File: src/rtl/mmu_long_arbiter_pkg.sv
// Shared types and helpers for the mmu_long arbiter.
//   mmu_arb_state_e : arbiter FSM states
//   mmu_k()         : RUN cycles a full product needs (rows_a * cols_a * cols_b)
//   idx_w()         : index width for an N-way requester set, never zero
package mmu_long_arbiter_pkg;

    typedef enum logic [1:0] {
        IDLE  = 2'd0,
        RUN   = 2'd1,
        DRAIN = 2'd2
    } mmu_arb_state_e;

    function automatic int unsigned mmu_k(input int unsigned rows_a, input int unsigned cols_a,
                                          input int unsigned cols_b);
        return rows_a * cols_a * cols_b;
    endfunction

    function automatic int unsigned idx_w(input int unsigned n);
        return (n > 1) ? $clog2(n) : 1;
    endfunction

endpackage

File: src/rtl/mmu_long_arbiter_if.sv
// Requester-side and MMU-side signals of the mmu_long arbiter.
//   req/req_mat1/req_mat2/req_accum : requester level requests and operands
//   grant/done/res_mat/err_timeout  : arbiter results back to requesters
//   mmu_enable/mmu_mat_*            : drive to the shared mmu_long
//   mmu_data_ready/mmu_mat_out      : status and product from mmu_long
// slave = the arbiter, master = requesters plus the MMU.
interface mmu_long_arbiter_if #(
    parameter int unsigned NUM_REQ    = 2,
    parameter int unsigned NUM_ROWS_A = 1,
    parameter int unsigned NUM_COLS_A = 1,
    parameter int unsigned NUM_COLS_B = 1,
    parameter int unsigned DATA_WIDTH = 16
);
    logic [NUM_REQ-1:0]                                                 req;
    logic [NUM_REQ-1:0][NUM_ROWS_A-1:0][NUM_COLS_A-1:0][DATA_WIDTH-1:0] req_mat1;
    logic [NUM_REQ-1:0][NUM_COLS_A-1:0][NUM_COLS_B-1:0][DATA_WIDTH-1:0] req_mat2;
    logic [NUM_REQ-1:0][NUM_ROWS_A-1:0][NUM_COLS_B-1:0][DATA_WIDTH-1:0] req_accum;

    logic [NUM_REQ-1:0]                                  grant;
    logic [NUM_REQ-1:0]                                  done;
    logic [NUM_ROWS_A-1:0][NUM_COLS_B-1:0][DATA_WIDTH-1:0] res_mat;
    logic                                                err_timeout;

    logic                                                mmu_enable;
    logic [NUM_ROWS_A-1:0][NUM_COLS_A-1:0][DATA_WIDTH-1:0] mmu_mat_in1;
    logic [NUM_COLS_A-1:0][NUM_COLS_B-1:0][DATA_WIDTH-1:0] mmu_mat_in2;
    logic [NUM_ROWS_A-1:0][NUM_COLS_B-1:0][DATA_WIDTH-1:0] mmu_mat_accum;
    logic                                                mmu_data_ready;
    logic [NUM_ROWS_A-1:0][NUM_COLS_B-1:0][DATA_WIDTH-1:0] mmu_mat_out;

    modport slave (
        input  req, req_mat1, req_mat2, req_accum, mmu_data_ready, mmu_mat_out,
        output grant, done, res_mat, err_timeout, mmu_enable, mmu_mat_in1, mmu_mat_in2,
               mmu_mat_accum
    );

    modport master (
        output req, req_mat1, req_mat2, req_accum, mmu_data_ready, mmu_mat_out,
        input  grant, done, res_mat, err_timeout, mmu_enable, mmu_mat_in1, mmu_mat_in2,
               mmu_mat_accum
    );
endinterface

File: src/rtl/mmu_long_arbiter_rr_arbiter.sv
// Combinational round-robin picker.
//   req_i : request vector
//   ptr_i : highest-priority index this round
//   gnt_o : one-hot winner (zero if no request)
//   idx_o : binary index of the winner
module rr_arbiter
    import mmu_long_arbiter_pkg::*;
#(
    parameter int unsigned N = 2
) (
    input  logic [N-1:0]        req_i,
    input  logic [idx_w(N)-1:0] ptr_i,
    output logic [N-1:0]        gnt_o,
    output logic [idx_w(N)-1:0] idx_o
);
    localparam int unsigned IdxW = idx_w(N);

    always_comb begin : p_scan
        logic            found;
        logic [IdxW-1:0] cand;
        gnt_o = '0;
        idx_o = '0;
        found = 1'b0;
        cand  = '0;
        // Walk from ptr_i upward with wrap; the first set request wins.
        for (int unsigned i = 0; i < N; i++) begin
            cand = IdxW'((32'(ptr_i) + i) % N);
            if (!found && req_i[cand]) begin
                found       = 1'b1;
                gnt_o[cand] = 1'b1;
                idx_o       = cand;
            end
        end
    end
endmodule

File: src/rtl/mmu_long_arbiter.sv
// Shares one mmu_long between NUM_REQ requesters (round robin).
//   clk    : rising-edge clock
//   rst_n  : synchronous active-low reset, shared with the MMU
//   bus_io : requester + MMU signals (slave side)
// Job flow: IDLE (arbitrate) -> RUN (enable held until data_ready) -> DRAIN (capture
// product, pulse done) -> IDLE. mmu_enable is low for DRAIN and IDLE between jobs.
module mmu_long_arbiter
    import mmu_long_arbiter_pkg::*;
#(
    parameter int unsigned NUM_REQ    = 2,
    parameter int unsigned NUM_ROWS_A = 1,
    parameter int unsigned NUM_COLS_A = 1,
    parameter int unsigned NUM_COLS_B = 1,
    parameter int unsigned DATA_WIDTH = 16,
    parameter int unsigned FIXED_PNT  = 8,
    parameter int unsigned TIMEOUT    = mmu_k(NUM_ROWS_A, NUM_COLS_A, NUM_COLS_B) + 4
) (
    input  logic                 clk,
    input  logic                 rst_n,
    mmu_long_arbiter_if.slave    bus_io
);
    localparam int unsigned IdxW = idx_w(NUM_REQ);
    localparam int unsigned WdW  = $clog2(TIMEOUT + 1);

    // Fraction bits only matter to the MMU; just guard against a nonsense setting.
    if (FIXED_PNT >= DATA_WIDTH) begin : g_fp_check
        $error("FIXED_PNT must be smaller than DATA_WIDTH");
    end

    mmu_arb_state_e state_q, state_d;
    logic [NUM_REQ-1:0] grant_q, grant_d;
    logic [NUM_REQ-1:0] done_q, done_d;
    logic [IdxW-1:0]    gidx_q, gidx_d;
    logic [IdxW-1:0]    rr_ptr_q, rr_ptr_d;
    logic [WdW-1:0]     wdog_q, wdog_d;
    logic               err_q, err_d;
    logic [NUM_ROWS_A-1:0][NUM_COLS_B-1:0][DATA_WIDTH-1:0] res_q, res_d;

    logic [NUM_REQ-1:0] arb_gnt;
    logic [IdxW-1:0]    arb_idx;

    rr_arbiter #(
        .N (NUM_REQ)
    ) u_rr (
        .req_i (bus_io.req),
        .ptr_i (rr_ptr_q),
        .gnt_o (arb_gnt),
        .idx_o (arb_idx)
    );

    always_comb begin
        state_d           = state_q;
        grant_d           = grant_q;
        gidx_d            = gidx_q;
        rr_ptr_d          = rr_ptr_q;
        wdog_d            = wdog_q;
        err_d             = err_q;
        res_d             = res_q;
        done_d            = '0;
        bus_io.mmu_enable = 1'b0;
        unique case (state_q)
            IDLE: begin
                wdog_d = '0;
                if (|bus_io.req) begin
                    grant_d = arb_gnt;
                    gidx_d  = arb_idx;
                    state_d = RUN;
                end
            end
            RUN: begin
                bus_io.mmu_enable = 1'b1;
                // Saturating watchdog; a timeout only flags, the job keeps running.
                wdog_d = (wdog_q == WdW'(TIMEOUT)) ? wdog_q : wdog_q + WdW'(1);
                if (wdog_d == WdW'(TIMEOUT)) begin
                    err_d = 1'b1;
                end
                if (bus_io.mmu_data_ready) begin
                    state_d  = DRAIN;
                    rr_ptr_d = (gidx_q == IdxW'(NUM_REQ - 1)) ? '0 : gidx_q + IdxW'(1);
                end
            end
            DRAIN: begin
                res_d   = bus_io.mmu_mat_out;
                done_d  = grant_q;
                grant_d = '0;
                state_d = IDLE;
            end
            default: state_d = IDLE;
        endcase
    end

    always_ff @(posedge clk) begin
        if (!rst_n) begin
            state_q  <= IDLE;
            grant_q  <= '0;
            done_q   <= '0;
            gidx_q   <= '0;
            rr_ptr_q <= '0;
            wdog_q   <= '0;
            err_q    <= 1'b0;
            res_q    <= '0;
        end else begin
            state_q  <= state_d;
            grant_q  <= grant_d;
            done_q   <= done_d;
            gidx_q   <= gidx_d;
            rr_ptr_q <= rr_ptr_d;
            wdog_q   <= wdog_d;
            err_q    <= err_d;
            res_q    <= res_d;
        end
    end

    // Operands follow the registered grant through RUN and DRAIN; zero while idle.
    assign bus_io.mmu_mat_in1   = (state_q == IDLE) ? '0 : bus_io.req_mat1[gidx_q];
    assign bus_io.mmu_mat_in2   = (state_q == IDLE) ? '0 : bus_io.req_mat2[gidx_q];
    assign bus_io.mmu_mat_accum = (state_q == IDLE) ? '0 : bus_io.req_accum[gidx_q];

    assign bus_io.grant       = grant_q;
    assign bus_io.done        = done_q;
    assign bus_io.res_mat     = res_q;
    assign bus_io.err_timeout = err_q;
endmodule

File: src/flat_wrapper.sv
// flat-port wrapper written by rule: the top's interface ports become plain ports
module mmu_long_arbiter_flat import mmu_long_arbiter_pkg::*;
#(
    parameter int unsigned NUM_REQ    = 2,
    parameter int unsigned NUM_ROWS_A = 1,
    parameter int unsigned NUM_COLS_A = 1,
    parameter int unsigned NUM_COLS_B = 1,
    parameter int unsigned DATA_WIDTH = 16,
    parameter int unsigned FIXED_PNT  = 8,
    parameter int unsigned TIMEOUT    = mmu_k(NUM_ROWS_A, NUM_COLS_A, NUM_COLS_B) + 4
)
  (clk, rst_n, bus_io_req, bus_io_req_mat1, bus_io_req_mat2, bus_io_req_accum, bus_io_mmu_data_ready, bus_io_mmu_mat_out, bus_io_grant, bus_io_done, bus_io_res_mat, bus_io_err_timeout, bus_io_mmu_enable, bus_io_mmu_mat_in1, bus_io_mmu_mat_in2, bus_io_mmu_mat_accum);
  mmu_long_arbiter_if #(.NUM_REQ(NUM_REQ), .NUM_ROWS_A(NUM_ROWS_A), .NUM_COLS_A(NUM_COLS_A), .NUM_COLS_B(NUM_COLS_B), .DATA_WIDTH(DATA_WIDTH)) bus_io_i ();
  input  logic clk;
  input  logic rst_n;
  input wire logic [$bits(bus_io_i.req)-1:0] bus_io_req;
  input wire logic [$bits(bus_io_i.req_mat1)-1:0] bus_io_req_mat1;
  input wire logic [$bits(bus_io_i.req_mat2)-1:0] bus_io_req_mat2;
  input wire logic [$bits(bus_io_i.req_accum)-1:0] bus_io_req_accum;
  input wire logic [$bits(bus_io_i.mmu_data_ready)-1:0] bus_io_mmu_data_ready;
  input wire logic [$bits(bus_io_i.mmu_mat_out)-1:0] bus_io_mmu_mat_out;
  output wire logic [$bits(bus_io_i.grant)-1:0] bus_io_grant;
  output wire logic [$bits(bus_io_i.done)-1:0] bus_io_done;
  output wire logic [$bits(bus_io_i.res_mat)-1:0] bus_io_res_mat;
  output wire logic [$bits(bus_io_i.err_timeout)-1:0] bus_io_err_timeout;
  output wire logic [$bits(bus_io_i.mmu_enable)-1:0] bus_io_mmu_enable;
  output wire logic [$bits(bus_io_i.mmu_mat_in1)-1:0] bus_io_mmu_mat_in1;
  output wire logic [$bits(bus_io_i.mmu_mat_in2)-1:0] bus_io_mmu_mat_in2;
  output wire logic [$bits(bus_io_i.mmu_mat_accum)-1:0] bus_io_mmu_mat_accum;
  assign bus_io_i.req = bus_io_req;
  assign bus_io_i.req_mat1 = bus_io_req_mat1;
  assign bus_io_i.req_mat2 = bus_io_req_mat2;
  assign bus_io_i.req_accum = bus_io_req_accum;
  assign bus_io_i.mmu_data_ready = bus_io_mmu_data_ready;
  assign bus_io_i.mmu_mat_out = bus_io_mmu_mat_out;
  assign bus_io_grant = bus_io_i.grant;
  assign bus_io_done = bus_io_i.done;
  assign bus_io_res_mat = bus_io_i.res_mat;
  assign bus_io_err_timeout = bus_io_i.err_timeout;
  assign bus_io_mmu_enable = bus_io_i.mmu_enable;
  assign bus_io_mmu_mat_in1 = bus_io_i.mmu_mat_in1;
  assign bus_io_mmu_mat_in2 = bus_io_i.mmu_mat_in2;
  assign bus_io_mmu_mat_accum = bus_io_i.mmu_mat_accum;
  mmu_long_arbiter #(.NUM_REQ(NUM_REQ), .NUM_ROWS_A(NUM_ROWS_A), .NUM_COLS_A(NUM_COLS_A), .NUM_COLS_B(NUM_COLS_B), .DATA_WIDTH(DATA_WIDTH), .FIXED_PNT(FIXED_PNT), .TIMEOUT(TIMEOUT)) u_core (.clk(clk), .rst_n(rst_n), .bus_io(bus_io_i));
endmodule
File: config.mk
export PLATFORM = sky130hd
export DESIGN_NAME = mmu_long_arbiter_flat
export DESIGN_NICKNAME = d
export VERILOG_FILES = /design/src/rtl/mmu_long_arbiter_pkg.sv /design/src/rtl/mmu_long_arbiter_if.sv /design/src/rtl/mmu_long_arbiter_rr_arbiter.sv /design/src/rtl/mmu_long_arbiter.sv /design/src/flat_wrapper.sv
export SDC_FILE = /design/constraint.sdc
export NUM_CORES = 1
export LEC_CHECK = 0
export CAP_MARGIN = 30
export CORE_AREA = 2 2 79 81
export CTS_CLUSTER_SIZE = 20
export DETAILED_ROUTE_END_ITERATION = 10
export DIE_AREA = 0 0 81 83
export PLACE_DENSITY = 0.84
export SYNTH_ARGS = -nofsm -noshare
export SYNTH_HDL_FRONTEND = slang
export SYNTH_SLANG_ARGS = --single-unit
File: constraint.sdc
create_clock -name clk -period 3.28 [get_ports clk]
set_input_delay 0.656 -clock clk [delete_from_list [all_inputs] [get_ports clk]]
set_output_delay 0.656 -clock clk [all_outputs]
set_load 0.01 [all_outputs]
### Yosys cells after proc, flatten, opt, wreduce, memory -nomap -nowiden

Cells that the tools add are included.

* register bits: 28
* bits of input ports: 117
* output and inout bits: 70
* word-level logic and storage cells: 68

* $add $sub $neg: 3
* $lt $le $gt $ge: 5
* equal/unequal tests: 6
* muxes and demuxes: 31
* bitwise gates (word level): 1
* reduce and logical (&&, ||, !) cells: 14

Operators by type and width (number)
* 2-to-1 mux 16 bit: 9
* AND reduction 2 bit: 6
* 2-to-1 mux 1 bit: 11
* 2-to-1 mux 2 bit: 5
* one-hot mux 2 bit (2 select lines): 2
* == test 3 bit, second input constant: 2
* < comparator 1 x 2 -> 1 bit, second input constant: 3
* one-hot mux 3 bit (2 select lines): 1
* nonzero test 2 bit: 2
* adder 3 x 1 -> 3 bit, second input constant: 1
* logical AND 1 bit: 3
* 2-to-1 mux 3 bit: 1
* adder 1 bit, second input constant: 2
* demux 1 bit (select 1 bit): 2
* == test 2 x 1 -> 1 bit, second input constant: 1
* == test 2 bit, second input constant: 1
* >= comparator 1 bit, second input constant: 2
* zero test 2 bit: 1
* != test 2 x 1 -> 1 bit, second input constant: 1
* != test 2 bit, second input constant: 1
* OR 2 bit: 1
* OR reduction 2 bit: 1
* zero test 1 bit: 1

### Longest topological paths before layout

Gate-level depths: netlist of run 1.

* depth in word-level cells: 9
* depth in mapped cells: 5
* depth with buffers taken out: 5

### Cells and area by module

A second synthesis of run 1 with hierarchy kept.

* cell total of the unflattened synthesis: 238
* area total of the unflattened synthesis: 1825.5 sq um

Modules (own cells, without submodules)
* mmu_long_arbiter: times used 1, cells an instance 234, area an instance 1795.5 sq um, seq. area each 560.5 sq um
* rr_arbiter: times used 1, cells an instance 4, area an instance 30.0 sq um, seq. area each 0.0 sq um

### Least setup slack after synthesis of run 1

OpenSTA, ideal clock, no wires.

* kind: reg-to-output
* start point: reg u_core.state_q[1]
* end point: out bus_io_mmu_mat_in2[10]
* arrival: 1.005 ns
* required time: 2.624 ns
* path slack: 1.619 ns
* stages on the path, launching flop included: 5
* path buffers: 2
* cell sequence: dfxtp_1 > nor2_1 > buf_2 > buf_2 > nor2_1

* cells in the longest elaborated chain, start to end: 2

Ends and longest elaborated chain
* start, declared: RTL line mmu_long_arbiter.sv:30 `mmu_arb_state_e state_q, state_d;`
* start signal, assigned: RTL line mmu_long_arbiter.sv:103 `state_q <= state_d;`
* zero test 2 bit: RTL line mmu_long_arbiter.sv:116 `assign bus_io.mmu_mat_in2 = (state_q == IDLE) ? '0 : bus_io.req_mat2[gidx_q];`
* 2-to-1 mux 16 bit: RTL line mmu_long_arbiter.sv:116
* end, declared: RTL line flat_wrapper.sv:28 `output wire logic [$bits(bus_io_i.mmu_mat_in2)-1:0] bus_io_mmu_mat_in2;`

Every way passes these cells.

### Worst setup path in the final report of run 1

* start point: reg u_core.gidx_q
* end point: out bus_io_mmu_mat_accum[10]

* cells in the longest elaborated chain, start to end: 3

Ends and longest elaborated chain
* start, declared: RTL line mmu_long_arbiter.sv:33 `logic [IdxW-1:0] gidx_q, gidx_d;`
* start signal, assigned: RTL line mmu_long_arbiter.sv:106 `gidx_q <= gidx_d;`
* 2-to-1 mux 16 bit (implied by the code) (2 in a row): RTL line mmu_long_arbiter.sv:117 `assign bus_io.mmu_mat_accum = (state_q == IDLE) ? '0 : bus_io.req_accum[gidx_q];`
* 2-to-1 mux 16 bit: RTL line mmu_long_arbiter.sv:117
* end, declared: RTL line flat_wrapper.sv:29 `output wire logic [$bits(bus_io_i.mmu_mat_accum)-1:0] bus_io_mmu_mat_accum;`

Every way passes these cells. The select of a mux whose other input is x is not followed.

==> impl_metrics.toml, run 1 <==
[status]
status = "finished, final reports clean"

[sta]
setup_tns_ps = 0
setup_ws_ps = 647
fmax_mhz = 380
fin_crit_ps = 2630
fin_skew_ps = 6.03
max_slew.worst_pin.slew_ps = 641
hold_violations = 0
finalSetupViolCount = 0
fin_crit_sh_pct = 80.3
drv_slew = 0
rsz0062_at_grt = "no"
slew_headroom_pct = 57.2

[pwr]
p_leak_uw = 0.00139
swShare_pct = 26.3
clkPwrFrac_pct = 24.8
seqPwrFrac_pct = 33.1
p_int_uw = 805
pwr-share-comb_pct = 42.2
pwr_density_cell_mw_per_mm2 = 292
switchingPower_uw = 288
ir_worst_vdd_mv = 0.292

[synthesis]
synth.largest_area_cell = "dfxtp_1"
synth_cells = 201
synth_area_leaders = "dfxtp_1, mux2i_1, nor2_1, a22o_1, buf_6"
syn_area_per_cell_um2 = 8.73
netlist.area_leader.share_pct = 32.0
ys.warnings.count = 0
syn_area_mm2 = 0.00175
ys_seq_area_share_pct = 32.0
synth_seq_cells = 28
syn_nets = 320
synth_cell_types = 29

[critical_path]
path_class = "flop to primary output"
worstReg2RegEnd = "u_core.bus_io.res_mat[1]"
crit-reg2reg-launch = "u_core.state_q[1]"
worstPathRequired_ps = 2620
rrSetupSlack_ps = 1770
cp_max_fo = 36
arrival_ps = 1980
cp-end-kind = "primary output"
startpoint = "u_core.gidx_q"
crit_end = "bus_io_mmu_mat_accum[10]"
rr_worst_depth = 4
startpoint_type = "flop"

[min_path]
hp-class = "flop to flop"

[final_layout]
mostFrequentLayoutCells = "clkdlybuf4s50_1, nor2_1, mux2i_1"
final_common_cell = "clkdlybuf4s50_1"
seqCellArea_um2 = 562
finalNetCount = 501
diodes = 0
fin_area_mm2 = 0.00374
syn_to_final_growth_pct = 113
fillers = 499
stdcell_count = 456
multiInputGateArea_mm2 = 0.00108
drive_gt1_share_pct = 4.20

[placement]
placed_area_mm2 = 0.00367
dp.cells = 452
place_ws_ps = 748
portBuffers = 186
place_congestion = 0.820
dpl.hpwl_mm = 5.56

[clocking]
cts.sinks = 28
path_clk_slew_ps = 100
ctsHoldBuffers = 0
clock_latency_ps = 280
post-cts-setup-buffers = 0
cts_root_buf = "clkbuf_8"
cts_resized = 0
cts_htree_levels = 1
cts_max_path_buffers = 2
numCtsBuffers = 3
cts_tree = "yes"

[route]
vias = 2125
ant_nets = 0
drt-total-wl_mm = 6.77
drt_iter0_markers = 40
first_pass_iters = 4
drc = 0
viasPerCell = 4.66
wire_per_inst_um = 14.8

[global_route]
grt.overflow.total = 0
grt_pass1_wl_mm = 10.5
grt_max_degree = 37
grt_usage_pct = 19.3
antenna_found_initial = 0
first_global_vias = 2149

[floorplan]
io_pins = 187
die_w_um = 81
coreArea_mm2 = 0.00582
dieArea_mm2 = 0.00672
chipHeight_um = 83
start_util_pct = 30.2
rows = 28

[run]
maxCapViolations = 0
==> power by group through the flow <==
| stage | registers, µW | clock network (µW) | logic (µW) |
|---|---|---|---|
| 2_1_floorplan | 371 | 0 | 175 |
| 3_3_place_gp | 369 | 0 | 456 |
| 3_5_place_dp | 370 | 0 | 463 |
| 4_1_cts | 362 | 276 | 465 |
| 5_1_grt | 364 | 289 | 497 |
| 6_report | 361 | 271 | 461 |
==> through the flow <==
| stage | total power [µW] | utilization (%) | hold WS (ps) |
|---|---|---|---|
| floorplan | 546 | - | 465 |
| global placement | 825 | 63.1 | 461 |
| detailed placement | 833 | 63.1 | 463 |
| CTS | 1100 | 64.3 | 485 |
| global route | 1150 | 64.3 | 510 |
| finish | 1090 | 64.3 | 487 |
==> critical path, stage by stage, from the launching register on <==
cell,delay (ps)
dfxtp_2,330
buf_4,480
mux2i_1,160
nor2_1,150
clkdlybuf4s50_1,560
==> synth_stat cells <==
| cell | instances |
|---|---|
| o221a_1 | 1 |
| a31oi_1 | 1 |
| inv_1 | 2 |
| a21oi_4 | 1 |
| buf_2 | 6 |
| clkbuf_1 | 3 |
| and3_1 | 2 |
| nor2b_1 | 1 |
| o21ai_1 | 2 |
| nand3_1 | 2 |
| buf_6 | 4 |
| a22o_1 | 16 |
| buf_4 | 2 |
| a2111oi_0 | 1 |
| dfxtp_1 | 28 |
| o211a_1 | 1 |
| nand2b_1 | 1 |
| and2_1 | 2 |
| nand2_1 | 4 |
| a211oi_1 | 2 |
| mux2i_1 | 49 |
| nor2_1 | 53 |
| a21oi_1 | 5 |
| nor3_1 | 3 |
| a21o_1 | 1 |
| nor3_4 | 1 |
| nand3b_1 | 2 |
| inv_2 | 3 |
| ha_1 | 2 |
==> cell type report <==
cell class,instances,area share [%]
repair buffers,191,51.1
well taps,75,2.51
flip-flops and latches,28,15.0
clock buffers,3,1.10
clock inverters,1,0.803
multi-input cells,153,28.9
inverters,5,0.502
==> state kept, by name, indices dropped and copies added (netlist names) <==
name	count
u_core.bus_io.res_mat	16
u_core.wdog_q	3
u_core.bus_io.done	2
u_core.bus_io.grant	2
u_core.state_q	2
u_core.bus_io.err_timeout	1
u_core.gidx_q	1
u_core.rr_ptr_q	1
==> cells by family (layout without fill, tap and decap cells) <==
kind of cell               after synthesis  after routing  synth area share (%)
AOI/OAI and AO/OA                       31             31                  14.3
buffers and inverters                   20            200                  6.85
muxes                                   49             49                  28.0
and+or+nand+nor                         71             71                  17.5
adders and majority gates                2              2                  1.43
DFF                                     28             28                  32.0
==> per-layer routing <==
metal  up-vias  track usage (%)  wire length [µm]
met5         -                0                 0
met4         0             2.93                91
met3         8             5.54               659
met2        95             37.9              3640
met1       958             20.0              2380
li1       1064                -                 -
==> how the worst min path moves through the flow <==
| stage | from | end | slack, ps | cells past startpoint |
|---|---|---|---|---|
| finish | u_core.bus_io.res_mat[2] | u_core.bus_io.res_mat[2] | 490 | 1 |
| global route | u_core.bus_io.res_mat[14] | u_core.bus_io.res_mat[14] | 510 | 1 |
| CTS | u_core.bus_io.grant[1] | u_core.bus_io.done[1] | 490 | 1 |
| detailed placement | u_core.bus_io.res_mat[14] | u_core.bus_io.res_mat[14] | 460 | 1 |
| global placement | u_core.bus_io.res_mat[2] | u_core.bus_io.res_mat[2] | 460 | 1 |
| floorplan | u_core.wdog_q[1] | u_core.wdog_q[1] | 460 | 2 |
No activity file was read; power rests on OpenSTA's default activity.
==> inputs of run 2 (changes only) <==
CORE_AREA = 2 2 86 88   (was 2 2 79 81)
DIE_AREA = 0 0 88 90   (was 0 0 81 83)
PLACE_DENSITY = 0.75   (was 0.84)
clock period = 2.3 ns   (was 3.28 ns; I/O delays follow)
==> run 2 against run 1 <==
Net effect: via count hardly changed; global-route usage shrank 3.8 points; flip-flop and latch count did not move; wire length rose by 1.4%; core utilization fell by 10 points; final cell count up 5.7%; first-iteration DRC count decreased by 28%; count of clock-buffer cells in the layout is the same; cell area rose by 1.5%; combinational power grew 44%; clock skew rose by 0.80 ps; critical path type unchanged.
==> impl_metrics.toml, run 2 (same netlist as run 1, synthesis figures left out) <==
[critical_path]
worstReg2RegEnd = "u_core.bus_io.grant[0]"
path_class = "flop to primary output"
cp-end-kind = "primary output"
startpoint_type = "flop"
arrival_ps = 1720
cp_max_fo = 14
crit-reg2reg-launch = "u_core.state_q[0]"
worstPathRequired_ps = 1840
rrSetupSlack_ps = 850
rr_worst_depth = 4

[sta]
slew_headroom_pct = 67.1
fin_skew_ps = 6.82
fin_crit_ps = 2180
setup_tns_ps = 0
rsz0062_at_grt = "no"
fmax_mhz = 459
finalSetupViolCount = 0
hold_violations = 0
setup_ws_ps = 122
fin_crit_sh_pct = 94.7
max_slew.worst_pin.slew_ps = 492
drv_slew = 0

[placement]
portBuffers = 186
dpl.hpwl_mm = 5.59
place_congestion = 0.783
place_ws_ps = 120
placed_area_mm2 = 0.00372

[status]
status = "finished, final reports clean"

[floorplan]
chipHeight_um = 90
rows = 31
coreArea_mm2 = 0.00702
dieArea_mm2 = 0.00792
io_pins = 187
die_w_um = 88
start_util_pct = 25.0

[run]
maxCapViolations = 0

[final_layout]
multiInputGateArea_mm2 = 0.00108
mostFrequentLayoutCells = "clkdlybuf4s50_1, nor2_1, mux2i_1"
largest_reg_flops = 16
final_common_cell = "clkdlybuf4s50_1"
diodes = 0
seqCellArea_um2 = 562
drive_gt1_share_pct = 4.70
fin_area_mm2 = 0.00380
finalNetCount = 503
fillers = 656
syn_to_final_growth_pct = 116
utilization_pct = 54.1

[global_route]
antenna_found_initial = 0
grt_usage_pct = 15.5
first_global_vias = 2000
grt_max_degree = 36
grt_pass1_wl_mm = 10.0
grt.overflow.total = 0

[route]
wire_per_inst_um = 14.2
viasPerCell = 4.40
ant_nets = 0
drt_iter0_markers = 29
first_pass_iters = 4
drt-total-wl_mm = 6.86
vias = 2123
drc = 0

[min_path]
min_path_cells = 1
hold_end = "u_core.bus_io.res_mat[14]"
hp-class = "flop to flop"
worstHoldStart = "u_core.bus_io.res_mat[14]"

[clocking]
cts_tree = "yes"
cts_resized = 0
path_clk_slew_ps = 100
numCtsBuffers = 3
clock_latency_ps = 270
ctsHoldBuffers = 0
cts_htree_levels = 1
cts_max_path_buffers = 2
cts_root_buf = "clkbuf_8"
cts.sinks = 28
post-cts-setup-buffers = 0

[pwr]
ir_worst_vdd_mv = 0.500
pwr_density_cell_mw_per_mm2 = 411
total_power_uw = 1560
p_leak_uw = 0.00140
==> run 2: report_power, final <==
group / internal [µW] / switching (µW) / total [µW]
combinational: 419 / 245 / 664
sequential: 503 / 13.0 / 516
clock: 233 / 147 / 380
total: 1150 / 405 / 1560
==> run 2: metrics by stage <==
step / hold slack (ps) / cells
after detailed placement: 465 / 478
after CTS: 494 / 482
final: 490 / 482
after global placement: 462 / 478
after global routing: 506 / 482
after floorplan: 465 / 201
==> run 2: critical path: stages (launching register included) <==
cell and delay, ps:
dfxtp_1 340, nor2_4 270, buf_4 270, nor2_1 80, clkdlybuf4s50_1 480
==> run 2: worst max-delay path by stage <==
stage	startpoint	end
finish	u_core.state_q[1]	bus_io_mmu_mat_accum[4]
global route	u_core.state_q[1]	bus_io_mmu_mat_accum[3]
CTS	u_core.state_q[1]	bus_io_mmu_mat_in2[1]
detailed placement	bus_io_req_mat2[31]	bus_io_mmu_mat_in2[15]
global placement	bus_io_req_mat2[31]	bus_io_mmu_mat_in2[15]
floorplan	u_core.state_q[1]	bus_io_mmu_mat_in2[10]
==> run 2: area by class of cell <==
type                       count  share of cell area [%]
clock inverter                 1                   0.791
multi-input combinational    153                    28.5
timing repair buffer         193                    51.1
tap                           99                    3.26
clock buffer                   3                    1.09
sequential                    28                    14.8
inverter                       5                   0.494
==> run 2: layer usage <==
layer / global-route usage [%] / share of wire, % / vias up
li1: - / - / 1070
met3: 4.41 / 9.8 / 8
met2: 28.5 / 51 / 95
met5: 0 / 0 / -
met1: 17.9 / 38 / 950
met4: 2.44 / 1.0 / 0
